[src/rtl/cam_search_pipe.sv]
// ============================================================================
// Module   : cam_search_pipe
// Purpose  : Parametrised CAM with per-entry valid bits, an occupancy counter
//            and a 2-stage pipelined search. Define CAM_TERNARY_EN to build
//            per-entry don't-care masks.
// Revision : 1.0 - initial release
// ============================================================================
`default_nettype none

module cam_search_pipe #(
    parameter int DATA_W = 16,
    parameter int DEPTH  = 16,
    parameter int ADDR_W = 4
) (
    input  logic              clk,
    input  logic              rst_n,
    input  logic              wr_en_i,
    input  logic              wr_valid_i,
    input  logic [ADDR_W-1:0] wr_addr_i,
    input  logic [DATA_W-1:0] wr_data_i,
    input  logic [DATA_W-1:0] wr_mask_i,
    input  logic              srch_valid_i,
    input  logic [DATA_W-1:0] srch_key_i,
    output logic              rsp_valid_o,
    output logic              rsp_hit_o,
    output logic              rsp_multi_o,
    output logic [ADDR_W-1:0] rsp_addr_o,
    output logic [DEPTH-1:0]  rsp_onehot_o,
    output logic [ADDR_W:0]   occ_count_o,
    output logic              full_o
);

    localparam logic [ADDR_W:0] c_full_count = DEPTH[ADDR_W:0];

    logic [DATA_W-1:0] data_q [DEPTH];
    logic [DEPTH-1:0]  valid_q;
    logic [ADDR_W:0]   occ_q;
    logic [ADDR_W:0]   occ_d;
    logic [DEPTH-1:0]  match_w;

    logic              s1_valid_q;
    logic [DEPTH-1:0]  s1_match_q;

    logic              rsp_valid_q;
    logic              rsp_hit_q;
    logic              rsp_multi_q;
    logic [ADDR_W-1:0] rsp_addr_q;
    logic [DEPTH-1:0]  rsp_onehot_q;
    logic              rsp_hit_d;
    logic              rsp_multi_d;
    logic [ADDR_W-1:0] rsp_addr_d;

    // ------------------------------------------------------------------------
    // Table storage: invalidate clears only the valid bit, data is retained
    // ------------------------------------------------------------------------
    always_ff @(posedge clk or negedge rst_n) begin
        if (!rst_n) begin
            for (int i = 0; i < DEPTH; i++) begin
                data_q[i] <= '0;
            end
            valid_q <= '0;
        end else if (wr_en_i) begin
            valid_q[wr_addr_i] <= wr_valid_i;
            if (wr_valid_i) begin
                data_q[wr_addr_i] <= wr_data_i;
            end
        end
    end

`ifdef CAM_TERNARY_EN
    logic [DATA_W-1:0] mask_q [DEPTH];

    always_ff @(posedge clk or negedge rst_n) begin
        if (!rst_n) begin
            for (int i = 0; i < DEPTH; i++) begin
                mask_q[i] <= '0;
            end
        end else if (wr_en_i && wr_valid_i) begin
            mask_q[wr_addr_i] <= wr_mask_i;
        end
    end

    for (genvar gi = 0; gi < DEPTH; gi++) begin : g_match
        assign match_w[gi] = valid_q[gi] &
                             ~|((data_q[gi] ^ srch_key_i) & ~mask_q[gi]);
    end
`else
    logic unused_mask;
    assign unused_mask = ^wr_mask_i;

    for (genvar gi = 0; gi < DEPTH; gi++) begin : g_match
        assign match_w[gi] = valid_q[gi] & (data_q[gi] == srch_key_i);
    end
`endif

    // ------------------------------------------------------------------------
    // Occupancy: only valid-bit transitions move the count, so it cannot wrap
    // ------------------------------------------------------------------------
    always_comb begin
        occ_d = occ_q;
        if (wr_en_i) begin
            if (wr_valid_i && !valid_q[wr_addr_i]) begin
                occ_d = occ_q + 1'b1;
            end else if (!wr_valid_i && valid_q[wr_addr_i]) begin
                occ_d = occ_q - 1'b1;
            end
        end
    end

    always_ff @(posedge clk or negedge rst_n) begin
        if (!rst_n) begin
            occ_q <= '0;
        end else begin
            occ_q <= occ_d;
        end
    end

    // ------------------------------------------------------------------------
    // Stage 1: match vector sampled against pre-update table contents
    // ------------------------------------------------------------------------
    always_ff @(posedge clk or negedge rst_n) begin
        if (!rst_n) begin
            s1_valid_q <= 1'b0;
            s1_match_q <= '0;
        end else begin
            s1_valid_q <= srch_valid_i;
            if (srch_valid_i) begin
                s1_match_q <= match_w;
            end
        end
    end

    // ------------------------------------------------------------------------
    // Stage 2: priority encode (lowest index wins), multi-hit, hit
    // ------------------------------------------------------------------------
    always_comb begin
        rsp_addr_d = '0;
        for (int i = DEPTH - 1; i >= 0; i--) begin
            if (s1_match_q[i]) begin
                rsp_addr_d = ADDR_W'(i);
            end
        end
        rsp_hit_d   = |s1_match_q;
        // Clearing the lowest set bit leaves something only if >= 2 bits set
        rsp_multi_d = |(s1_match_q & (s1_match_q - DEPTH'(1)));
    end

    always_ff @(posedge clk or negedge rst_n) begin
        if (!rst_n) begin
            rsp_valid_q  <= 1'b0;
            rsp_hit_q    <= 1'b0;
            rsp_multi_q  <= 1'b0;
            rsp_addr_q   <= '0;
            rsp_onehot_q <= '0;
        end else begin
            rsp_valid_q <= s1_valid_q;
            if (s1_valid_q) begin
                rsp_hit_q    <= rsp_hit_d;
                rsp_multi_q  <= rsp_multi_d;
                rsp_addr_q   <= rsp_addr_d;
                rsp_onehot_q <= s1_match_q;
            end
        end
    end

    assign rsp_valid_o  = rsp_valid_q;
    assign rsp_hit_o    = rsp_hit_q;
    assign rsp_multi_o  = rsp_multi_q;
    assign rsp_addr_o   = rsp_addr_q;
    assign rsp_onehot_o = rsp_onehot_q;
    assign occ_count_o  = occ_q;
    assign full_o       = (occ_q == c_full_count);

endmodule

`default_nettype wire
[config.mk]
export PLATFORM = sky130hd
export DESIGN_NAME = cam_search_pipe
export DESIGN_NICKNAME = d
export VERILOG_FILES = /design/src/rtl/cam_search_pipe.sv
export SDC_FILE = /design/constraint.sdc
export NUM_CORES = 1
export LEC_CHECK = 0
export CELL_PAD_IN_SITES_DETAIL_PLACEMENT = 1
export CELL_PAD_IN_SITES_GLOBAL_PLACEMENT = 2
export CORE_UTILIZATION = 29
export CTS_CLUSTER_DIAMETER = 30
export DETAILED_ROUTE_END_ITERATION = 10
export PLACE_DENSITY = 0.58
export SYNTH_ARGS = -nofsm -noshare
export SYNTH_HDL_FRONTEND = slang
export SYNTH_SLANG_ARGS = --single-unit
[constraint.sdc]
create_clock -name clk -period 3.8 [get_ports clk]
set_input_delay 0.76 -clock clk [delete_from_list [all_inputs] [get_ports clk]]
set_output_delay 0.76 -clock clk [all_outputs]
set_load 0.01 [all_outputs]
==> results of run 1 <==
[sequential cells by signal, summed over array words and instances (netlist names)]
| name | cells |
|---|---|
| data_q | 256 |
| rsp_multi_o | 1 |
| occ_count_o | 5 |
| valid_q | 16 |
| rsp_onehot_o | 16 |
| rsp_hit_o | 1 |
| s1_match_q | 16 |
| s1_valid_q | 1 |
| rsp_valid_o | 1 |
| rsp_addr_o | 4 |
[cell families after synthesis]
family	synth area share [%]
buffers and inverters	3.30
multiplexers	20.7
flip-flops	50.7
AO/OA/AOI/OAI	2.81
XOR/XNOR	14.6
AND/OR/NAND/NOR	7.40
adder cells (fa/ha/maj)	0.448
[worst register-to-register path, delay by kind of cell (launching register included)]
kind                     cells  cell delay [ns]
adder cells (fa/ha/maj)      2             0.56
AO/OA/AOI/OAI                2             0.36
buffers and inverters        2             0.17
flip-flops                   1             0.42
multiplexers                 2             1.08
XOR/XNOR                     2             0.28
AND/OR/NAND/NOR              1             0.06
[stage by stage]
step | worst slack (ns) | hold WS [ns] | cells | total power [uW]
after floorplan | 0.424 | 0.371 | 1205 | 5590
after global placement | -0.197 | 0.487 | 1945 | 6220
after detailed placement | -0.259 | 0.491 | 1945 | 6280
after CTS | 0.363 | 0.207 | 2111 | 14300
after global routing | 0.180 | 0.222 | 2111 | 14700
final | 0.370 | 0.186 | 2114 | 14100
[final timing paths]
kind                                 from             end  slack (ns)  cells past startpoint
max                          wr_addr_i[0]  occ_count_o[4]        0.37                     13
min                                 rst_n      data_q[38]        0.19                      1
max reg2reg                   valid_q[13]  occ_count_o[4]        0.76                     11
min reg2reg                occ_count_o[4]  occ_count_o[4]        0.50                      1
max in group asynchronous           rst_n      data_q[16]        2.68                      3
min in group clk           occ_count_o[4]  occ_count_o[4]        0.50                      1
[routing by layer]
| layer | up-vias | track usage (%) | part of all wire, % |
|---|---|---|---|
| li1 | 4530 | - | - |
| met1 | 5364 | 25.3 | 46 |
| met2 | 184 | 30.1 | 48 |
| met3 | 67 | 3.26 | 3.4 |
| met4 | 0 | 7.58 | 3.0 |
| met5 | - | 0 | 0 |
[area by class of cell]
class | count | area [um2]
tap | 688 | 861
multi-input combinational | 790 | 7200
clock buffer | 124 | 2640
antenna | 3 | 7.51
clock inverter | 42 | 598
fill | 5460 | 32500
inverter | 23 | 86.3
timing repair buffer | 127 | 1180
sequential | 317 | 7930
[power by group through the flow]
stage               combinational (uW)  clock, uW  sequential [uW]
floorplan                         1230          0             4370
global placement                  1780          0             4440
detailed placement                1810          0             4470
CTS                               1830       8030             4430
global route                      1990       8240             4510
finish                            1790       7900             4420
[cell usage in the layout (no fill, tap or decap), types with 2 or more instances in the layout]
cell type,instances
mux4_2,4
nor2_1,9
ha_1,4
buf_12,4
nor2_4,8
mux2_2,228
o21ai_0,23
clkdlybuf4s50_1,68
nand2b_1,2
nand2_1,19
inv_6,2
diode_2,3
and2b_1,2
and3_1,2
xnor2_1,19
o22ai_1,17
nand4_1,16
dfrtp_1,317
nor3_1,19
mux2_4,18
clkinvlp_4,7
nor2_8,5
nand2_4,6
inv_1,22
nor4_1,53
clkinv_8,3
a21oi_1,10
o211ai_1,2
clkbuf_16,92
or2_1,2
clkbuf_8,22
bufinv_16,13
clkbuf_1,10
xor2_1,242
clkinv_2,16
buf_4,54
nand3_1,21
mux2_1,26
a21o_1,10
==> flow_metrics.env, run 1 <==
export IMPL_status="complete, no violations"
export IMPL_antenna_left=0
export IMPL_grt_max_degree=87
export IMPL_synth_seq_cells=317
export IMPL_globalplace_congestion=0.791
export IMPL_drv_slew=0
export IMPL_cts_tree="built"
export IMPL_ios=86
export IMPL_startpoint_type="input port"
export IMPL_netlist_area_um2=15700
export IMPL_slew_headroom_pct=22.8
export IMPL_cts_sinks=317
export IMPL_yosys_top_cells_area="dfrtp_1, mux2_2, xor2_1"
export IMPL_path_max_fanout=4
export IMPL_worst_hold_path_type="in -> async"
export IMPL_worstMarginPinSlew_ns=1.15
export IMPL_root_buffer="clkbuf_16"
export IMPL_final_area_um2=20500
export IMPL_synth_seq_area_share_pct=50.7
export IMPL_power_density_nw_per_um2=688
export IMPL_synth_top_area_share_pct=50.7
export IMPL_hpwl_mm=31.1
export IMPL_place_area_um2=17300
export IMPL_synth_main_ff_cell="dfrtp_1"
export IMPL_wl_mm=49.3
export IMPL_cp_required_ns=4.27
export IMPL_grt_pass1_vias=11200
export IMPL_synth_async_reset_ratio_pct=100
export IMPL_fp_dieH_um=234
export IMPL_cts_hold_repair_buffers=0
export IMPL_synth_enable_flop_cells=0
export IMPL_p_seq_share_pct=31.3
export IMPL_max_cap_violations=0
export IMPL_yosysTopAreaCell="dfrtp_1"
export IMPL_post_cts_resized=0
export IMPL_slowest_stage="clkdlybuf4s50_1"
export IMPL_cp_arrival_ns=3.90
export IMPL_rsz0062_at_grt="no"
export IMPL_numPortBuffers=69
export IMPL_core_um2=53000
export IMPL_tns_ns=0
export IMPL_finalNetCount=1412
export IMPL_max_stage_delay_ns=0.54
export IMPL_crit_family="multiplexers"
export IMPL_postSynthAreaPerCell_um2=13.0
export IMPL_cp_cell_sequence="clkdlybuf4s50_1 > buf_4 > mux4_2 > mux4_2 > inv_1 > ha_1 > inv_1 > fa_1 > a21o_1 > a21oi_1 > xnor2_1 > nor2_1 > xor2_1"
export IMPL_yosysUniqueCellTypes=55
export IMPL_finClkSkew_ns=0.0197
export IMPL_grt_pass1_wl_mm=74.7
export IMPL_p_leak_uw=0.00946
export IMPL_vias=10100
export IMPL_critPathKind="in -> reg"
export IMPL_cp_end_kind="flip-flop"
export IMPL_comb_power_share_pct=12.7
export IMPL_fin_util_pct=38.7
export IMPL_cts_buffer_depth=3
export IMPL_syn_nets=1267
export IMPL_cts_buffers_inserted=91
export IMPL_first_pass_iters=4
export IMPL_yosysMostFrequentCell="dfrtp_1"
export IMPL_switching_share_pct=24.5
export IMPL_area_delta_synth_final_pct=31.1
export IMPL_rows=84
export IMPL_finalSetupViolations=0
export IMPL_clockPowerShare_pct=56.0
export IMPL_finalCriticalPeriod_ns=3.43
export IMPL_internal_power_uw=10600
export IMPL_max_freq_mhz=292
export IMPL_path_clk_slew_ns=0.04
export IMPL_synthTopCellsByCount="dfrtp_1, xor2_1, mux2_2"
export IMPL_die_x_um=234
export IMPL_grt_overflow=0
export IMPL_syn_inst=1205
export IMPL_p_sw_uw=3460
export IMPL_hold_viol_final=0
export IMPL_routedWlPerCell_um=23.3
export IMPL_grt_antenna_before_repair=1
export IMPL_drcViolationCount=0
export IMPL_layout_drive_gt1_share_pct=34.4
export IMPL_irDropWorstVdd_v=0.000273
export IMPL_h_tree_depth=3
export IMPL_gr_usage_all_layers_pct=18.9
export IMPL_start_util_pct=29.5
export IMPL_cts_setup_buffers=0
export IMPL_drt_iter0_markers=416
export IMPL_dieArea_um2=54900
export IMPL_clk_latency_ns=0.60
export IMPL_ys_warn_count=0
export IMPL_via_per_inst=4.80
export IMPL_critPathBufInv=4
export IMPL_min_period_over_period_pct=90.3
(Power assumes the default switching activity.)
==> run 2: changes to the inputs <==
- CORE_MARGIN: unset -> 2
- MAX_ROUTING_LAYER: unset -> met4
==> flow_metrics.env, run 2 (synthesis results as in run 1) <==
export IMPL_p_leak_uw=0.00948
export IMPL_top_usage_layer="met2"
export IMPL_cts_setup_buffers=0
export IMPL_largest_reg_flops=256
export IMPL_layout_setup_ws_ns=0.401
export IMPL_max_cap_violations=0
export IMPL_r2r_end="occ_count_o[4]"
export IMPL_ios=86
export IMPL_critPathKind="in -> reg"
export IMPL_dieArea_um2=55800
export IMPL_grt_pass1_wl_mm=75.5
export IMPL_cts_buffers_inserted=95
export IMPL_met1_usage_pct=24.2
export IMPL_grt_antenna_before_repair=3
export IMPL_vias=10100
export IMPL_post_cts_resized=0
export IMPL_finalNetCount=1400
export IMPL_grtUsageMet3_pct=3.50
export IMPL_start_util_pct=29.2
export IMPL_finalCriticalPeriod_ns=3.40
export IMPL_holdWs_ns=0.156
export IMPL_gr_usage_all_layers_pct=19.0
export IMPL_grt_pass1_vias=11300
export IMPL_first_pass_iters=4
export IMPL_root_buffer="clkbuf_16"
export IMPL_grt_overflow=0
export IMPL_r2r_cells=11
export IMPL_cts_sinks=317
export IMPL_finalSetupViolations=0
export IMPL_numPortBuffers=69
export IMPL_via_per_inst=4.79
export IMPL_power_density_nw_per_um2=700
export IMPL_drv_slew=0
export IMPL_routedWlPerCell_um=23.6
export IMPL_clk_latency_ns=0.64
export IMPL_rows=85
export IMPL_layout_commonest_cell="dfrtp_1"
export IMPL_path_clk_slew_ns=0.04
export IMPL_cts_tree="built"
export IMPL_globalplace_congestion=0.791
export IMPL_slew_headroom_pct=14.3
export IMPL_clockPowerShare_pct=57.0
export IMPL_fin_util_pct=38.4
export IMPL_p_sw_uw=3620
export IMPL_finClkSkew_ns=0.0370
export IMPL_cp_required_ns=4.29
export IMPL_cp_end_kind="flip-flop"
export IMPL_pre_cts_slack_ns=-0.241
export IMPL_cts_buffer_depth=3
export IMPL_worst_hold_path_type="in -> async"
export IMPL_antenna_left=0
export IMPL_comb_power_share_pct=12.3
export IMPL_wl_mm=49.9
export IMPL_met2_usage_pct=29.8
export IMPL_drcViolationCount=0
export IMPL_grt_max_degree=80
export IMPL_min_period_over_period_pct=89.4
export IMPL_rsz0062_at_grt="no"
export IMPL_cp_arrival_ns=3.89
export IMPL_internal_power_uw=10800
export IMPL_placedCellCount=1937
export IMPL_hpwl_mm=30.0
export IMPL_worstMarginPinSlew_ns=1.28
export IMPL_max_freq_mhz=294
export IMPL_die_x_um=236
export IMPL_top_register="data_q"
export IMPL_layout_common_cells="dfrtp_1, xor2_1, mux2_2, clkbuf_16, clkdlybuf4s50_1"
export IMPL_path_max_fanout=4
export IMPL_core_um2=53600
export IMPL_startpoint_type="input port"
export IMPL_layout_drive_gt1_share_pct=33.7
export IMPL_cts_hold_repair_buffers=0
export IMPL_reg2reg_from="valid_q[13]"
export IMPL_switching_share_pct=25.1
export IMPL_irDropWorstVdd_v=0.000326
export IMPL_area_delta_synth_final_pct=31.4
export IMPL_drt_iter0_markers=369
export IMPL_h_tree_depth=3
export IMPL_tns_ns=0
export IMPL_hold_viol_final=0
export IMPL_status="complete, no violations"
export IMPL_r2r_setup_slack_ns=0.78
export IMPL_p_seq_share_pct=30.7
export IMPL_stdcell_count=2112
export IMPL_fp_dieH_um=236
==> run 2: changes by cell type in the layout (fill, tap and decap cells not counted), moves of 2 or more <==
cell / delta
clkbuf_16: +3
clkinv_2: +4
diode_2: -2
buf_4: -17
bufinv_16: -2
clkinv_16: +4
clkinvlp_4: -7
inv_6: -2
clkbuf_1: +4
clkbuf_8: +5
==> run 2: per-stage QoR <==
step                      total power, uW  cell area, um2
after detailed placement             6250           17200
after floorplan                      5590           15700
after global routing                15000           20600
after CTS                           14600           20600
final                               14400           20600
after global placement               6190           17200
==> run 2: per-layer routing <==
metal / routed length, um / share of wire [%] / up-vias
met5: 0 / 0 / -
met3: 1990 / 4.0 / 85
met2: 23700 / 47 / 194
met1: 22700 / 45 / 5324
li1: - / - / 4514
met4: 1550 / 3.1 / 0
==> run 2: worst max-delay path, stage by stage <==
cell and delay [ns]:
clkdlybuf4s50_1 0.55, buf_4 0.18, mux4_2 0.50, mux4_2 0.49, inv_1 0.08, ha_1 0.16, inv_1 0.09, fa_1 0.39
a21o_1 0.17, a21oi_1 0.17, xnor2_1 0.13, nor2_1 0.06, xor2_1 0.15
==> run 2: worst max path at each step <==
stage                endpoint  cells past startpoint         start
6_report       occ_count_o[4]                     13  wr_addr_i[0]
5_1_grt        occ_count_o[4]                     13  wr_addr_i[0]
4_1_cts        occ_count_o[4]                     13  wr_addr_i[0]
3_5_place_dp   occ_count_o[4]                     13  wr_addr_i[0]
3_3_place_gp   occ_count_o[4]                     13  wr_addr_i[0]
2_1_floorplan  occ_count_o[4]                     12  wr_addr_i[0]
==> run 2: final cells by class <==
| cell class | count | area (um2) |
|---|---|---|
| Sequential cell | 317 | 7930 |
| Tap cell | 696 | 871 |
| Inverter | 23 | 86.3 |
| Multi-Input combinational cell | 790 | 7200 |
| Timing Repair Buffer | 111 | 1070 |
| Clock buffer | 136 | 2800 |
| Antenna cell | 1 | 2.50 |
| Fill cell | 5493 | 33000 |
| Clock inverter | 38 | 603 |
==> run 2: power groups by stage <==
stage / clock (uW) / combinational [uW] / sequential (uW)
floorplan: 0 / 1230 / 4370
global placement: 0 / 1750 / 4440
detailed placement: 0 / 1790 / 4470
CTS: 8340 / 1810 / 4420
global route: 8560 / 1970 / 4510
finish: 8200 / 1770 / 4420
==> run 3: changes to the inputs <==
- CORE_ASPECT_RATIO: unset -> 1.25
==> flow_metrics.env, run 3 (synthesis results as in run 1) <==
export IMPL_status="complete, no violations"
export IMPL_finClkSkew_ns=0.0118
export IMPL_final_area_um2=20400
export IMPL_p_leak_uw=0.00937
export IMPL_largest_reg_flops=256
export IMPL_first_pass_iters=4
export IMPL_top_usage_layer="met2"
export IMPL_r2r_setup_slack_ns=0.76
export IMPL_ios=86
export IMPL_path_clk_slew_ns=0.04
export IMPL_max_cap_violations=0
export IMPL_drcViolationCount=0
export IMPL_hold_viol_final=0
export IMPL_die_x_um=212
export IMPL_h_tree_depth=3
export IMPL_startpoint_type="input port"
export IMPL_stdcell_count=2141
export IMPL_clk_latency_ns=0.60
export IMPL_cts_hold_repair_buffers=0
export IMPL_tns_ns=0
export IMPL_place_area_um2=17300
export IMPL_area_delta_synth_final_pct=30.1
export IMPL_grt_overflow=0
export IMPL_crit_family="multiplexers"
export IMPL_layout_drive_gt1_share_pct=33.5
export IMPL_cts_setup_buffers=0
export IMPL_grt_max_degree=89
export IMPL_worst_hold_path_type="in -> async"
export IMPL_grt_pass1_wl_mm=75.6
export IMPL_core_um2=53600
export IMPL_post_cts_resized=0
export IMPL_max_stage_delay_ns=0.65
export IMPL_globalplace_congestion=0.754
export IMPL_layout_commonest_cell="dfrtp_1"
export IMPL_slew_headroom_pct=19.6
export IMPL_power_density_nw_per_um2=678
export IMPL_layout_common_cells="dfrtp_1, xor2_1, mux2_2, clkbuf_16, clkdlybuf4s50_1"
export IMPL_drt_iter0_markers=451
export IMPL_grt_pass1_vias=11300
export IMPL_cp_arrival_ns=3.95
export IMPL_cpMostUsedCell="inv_1"
export IMPL_cts_sinks=317
export IMPL_met1_usage_pct=24.1
export IMPL_cts_buffers_inserted=85
export IMPL_slowest_stage="clkdlybuf4s50_1"
export IMPL_wl_mm=50.8
export IMPL_cts_tree="built"
export IMPL_drv_slew=0
export IMPL_numPortBuffers=69
export IMPL_fill_cells=5592
export IMPL_path_max_fanout=5
export IMPL_grtUsageMet3_pct=2.91
export IMPL_critPathKind="in -> reg"
export IMPL_finalSetupViolations=0
export IMPL_root_buffer="clkbuf_16"
export IMPL_cp_end_kind="flip-flop"
export IMPL_routedWlPerCell_um=23.7
export IMPL_via_per_inst=4.73
export IMPL_grt_antenna_before_repair=2
export IMPL_gr_usage_all_layers_pct=19.3
export IMPL_finalCriticalPeriod_ns=3.48
export IMPL_met2_usage_pct=31.7
export IMPL_cts_buffer_depth=3
export IMPL_irDropWorstVdd_v=0.000350
export IMPL_rsz0062_at_grt="no"
export IMPL_seq_area_um2=7930
export IMPL_start_util_pct=29.2
export IMPL_dieArea_um2=55900
export IMPL_worstMarginPinSlew_ns=1.20
export IMPL_cp_required_ns=4.27
export IMPL_min_period_over_period_pct=91.7
export IMPL_fp_dieH_um=264
export IMPL_vias=10100
export IMPL_hpwl_mm=31.8
export IMPL_rows=95
export IMPL_critPathBufInv=3
export IMPL_placedCellCount=1984
export IMPL_multiInputGateArea_um2=7200
export IMPL_finalNetCount=1406
export IMPL_top_register="data_q"
export IMPL_cp_cell_sequence="clkdlybuf4s50_1 > mux4_1 > mux4_2 > inv_1 > ha_1 > inv_1 > fa_1 > a21o_1 > a21oi_1 > xnor2_1 > nor2_1 > xor2_1"
export IMPL_max_freq_mhz=287
export IMPL_antenna_left=0
==> run 3: cell count changes in the layout (fill, tap and decap cells not counted) <==
cell,before,now
inv_6,0,3
clkbuf_16,95,87
clkinv_16,4,0
clkinv_8,2,0
clkbuf_8,27,15
clkbuf_1,14,15
clkinvlp_4,0,3
buf_4,37,53
bufinv_16,11,15
diode_2,1,2
clkinv_2,20,16
==> run 3: stage by stage <==
stage	power (uW)	worst slack, ns	utilization [%]	hold slack, ns
4_1_cts	14000	0.316	38.0	0.240
3_3_place_gp	6230	-0.204	32.3	0.487
5_1_grt	14400	0.153	38.0	0.263
3_5_place_dp	6300	-0.267	32.3	0.488
6_report	13800	0.315	38.0	0.216
2_1_floorplan	5590	0.424	-	0.371
==> run 3: worst register-to-register path, stage by stage, from the launching register on <==
cell and delay, ns:
dfrtp_1 0.45, mux4_1 0.55, mux4_2 0.49, inv_1 0.07, ha_1 0.17, inv_1 0.10, fa_1 0.39, a21o_1 0.16
a21oi_1 0.17, xnor2_1 0.13, nor2_1 0.06, xor2_1 0.15
==> run 3: area by class of cell <==
cell class              count  share of cell area [%]
well taps                 727                    4.47
multi-input cells         790                    35.4
clock buffers             117                    12.0
clock inverters            38                    2.94
repair buffers            127                    5.86
flip-flops and latches    317                    38.9
inverters                  23                   0.424
diodes                      2                  0.0246
==> run 3: per-layer routing <==
layer	share of wire, %	up-vias
met3	3.4	97
met2	50	187
met4	2.8	0
met1	44	5317
li1	-	4518
met5	0	-
==> run 3: path summary, 6_finish.rpt <==
kind	endpoint	depth (start not counted)	startpoint
worst max-delay path	occ_count_o[4]	12	wr_addr_i[0]
worst min-delay path	data_q[119]	1	rst_n
worst max register to register	occ_count_o[4]	11	valid_q[12]
worst min register to register	rsp_onehot_o[12]	1	rsp_onehot_o[12]
max in group asynchronous	data_q[42]	2	rst_n
min in group clk	rsp_onehot_o[12]	1	rsp_onehot_o[12]
==> run 3: power by group <==
part	switching, uW	internal, uW
Clock	2140	5440
Combinational	823	970
Sequential	446	3990
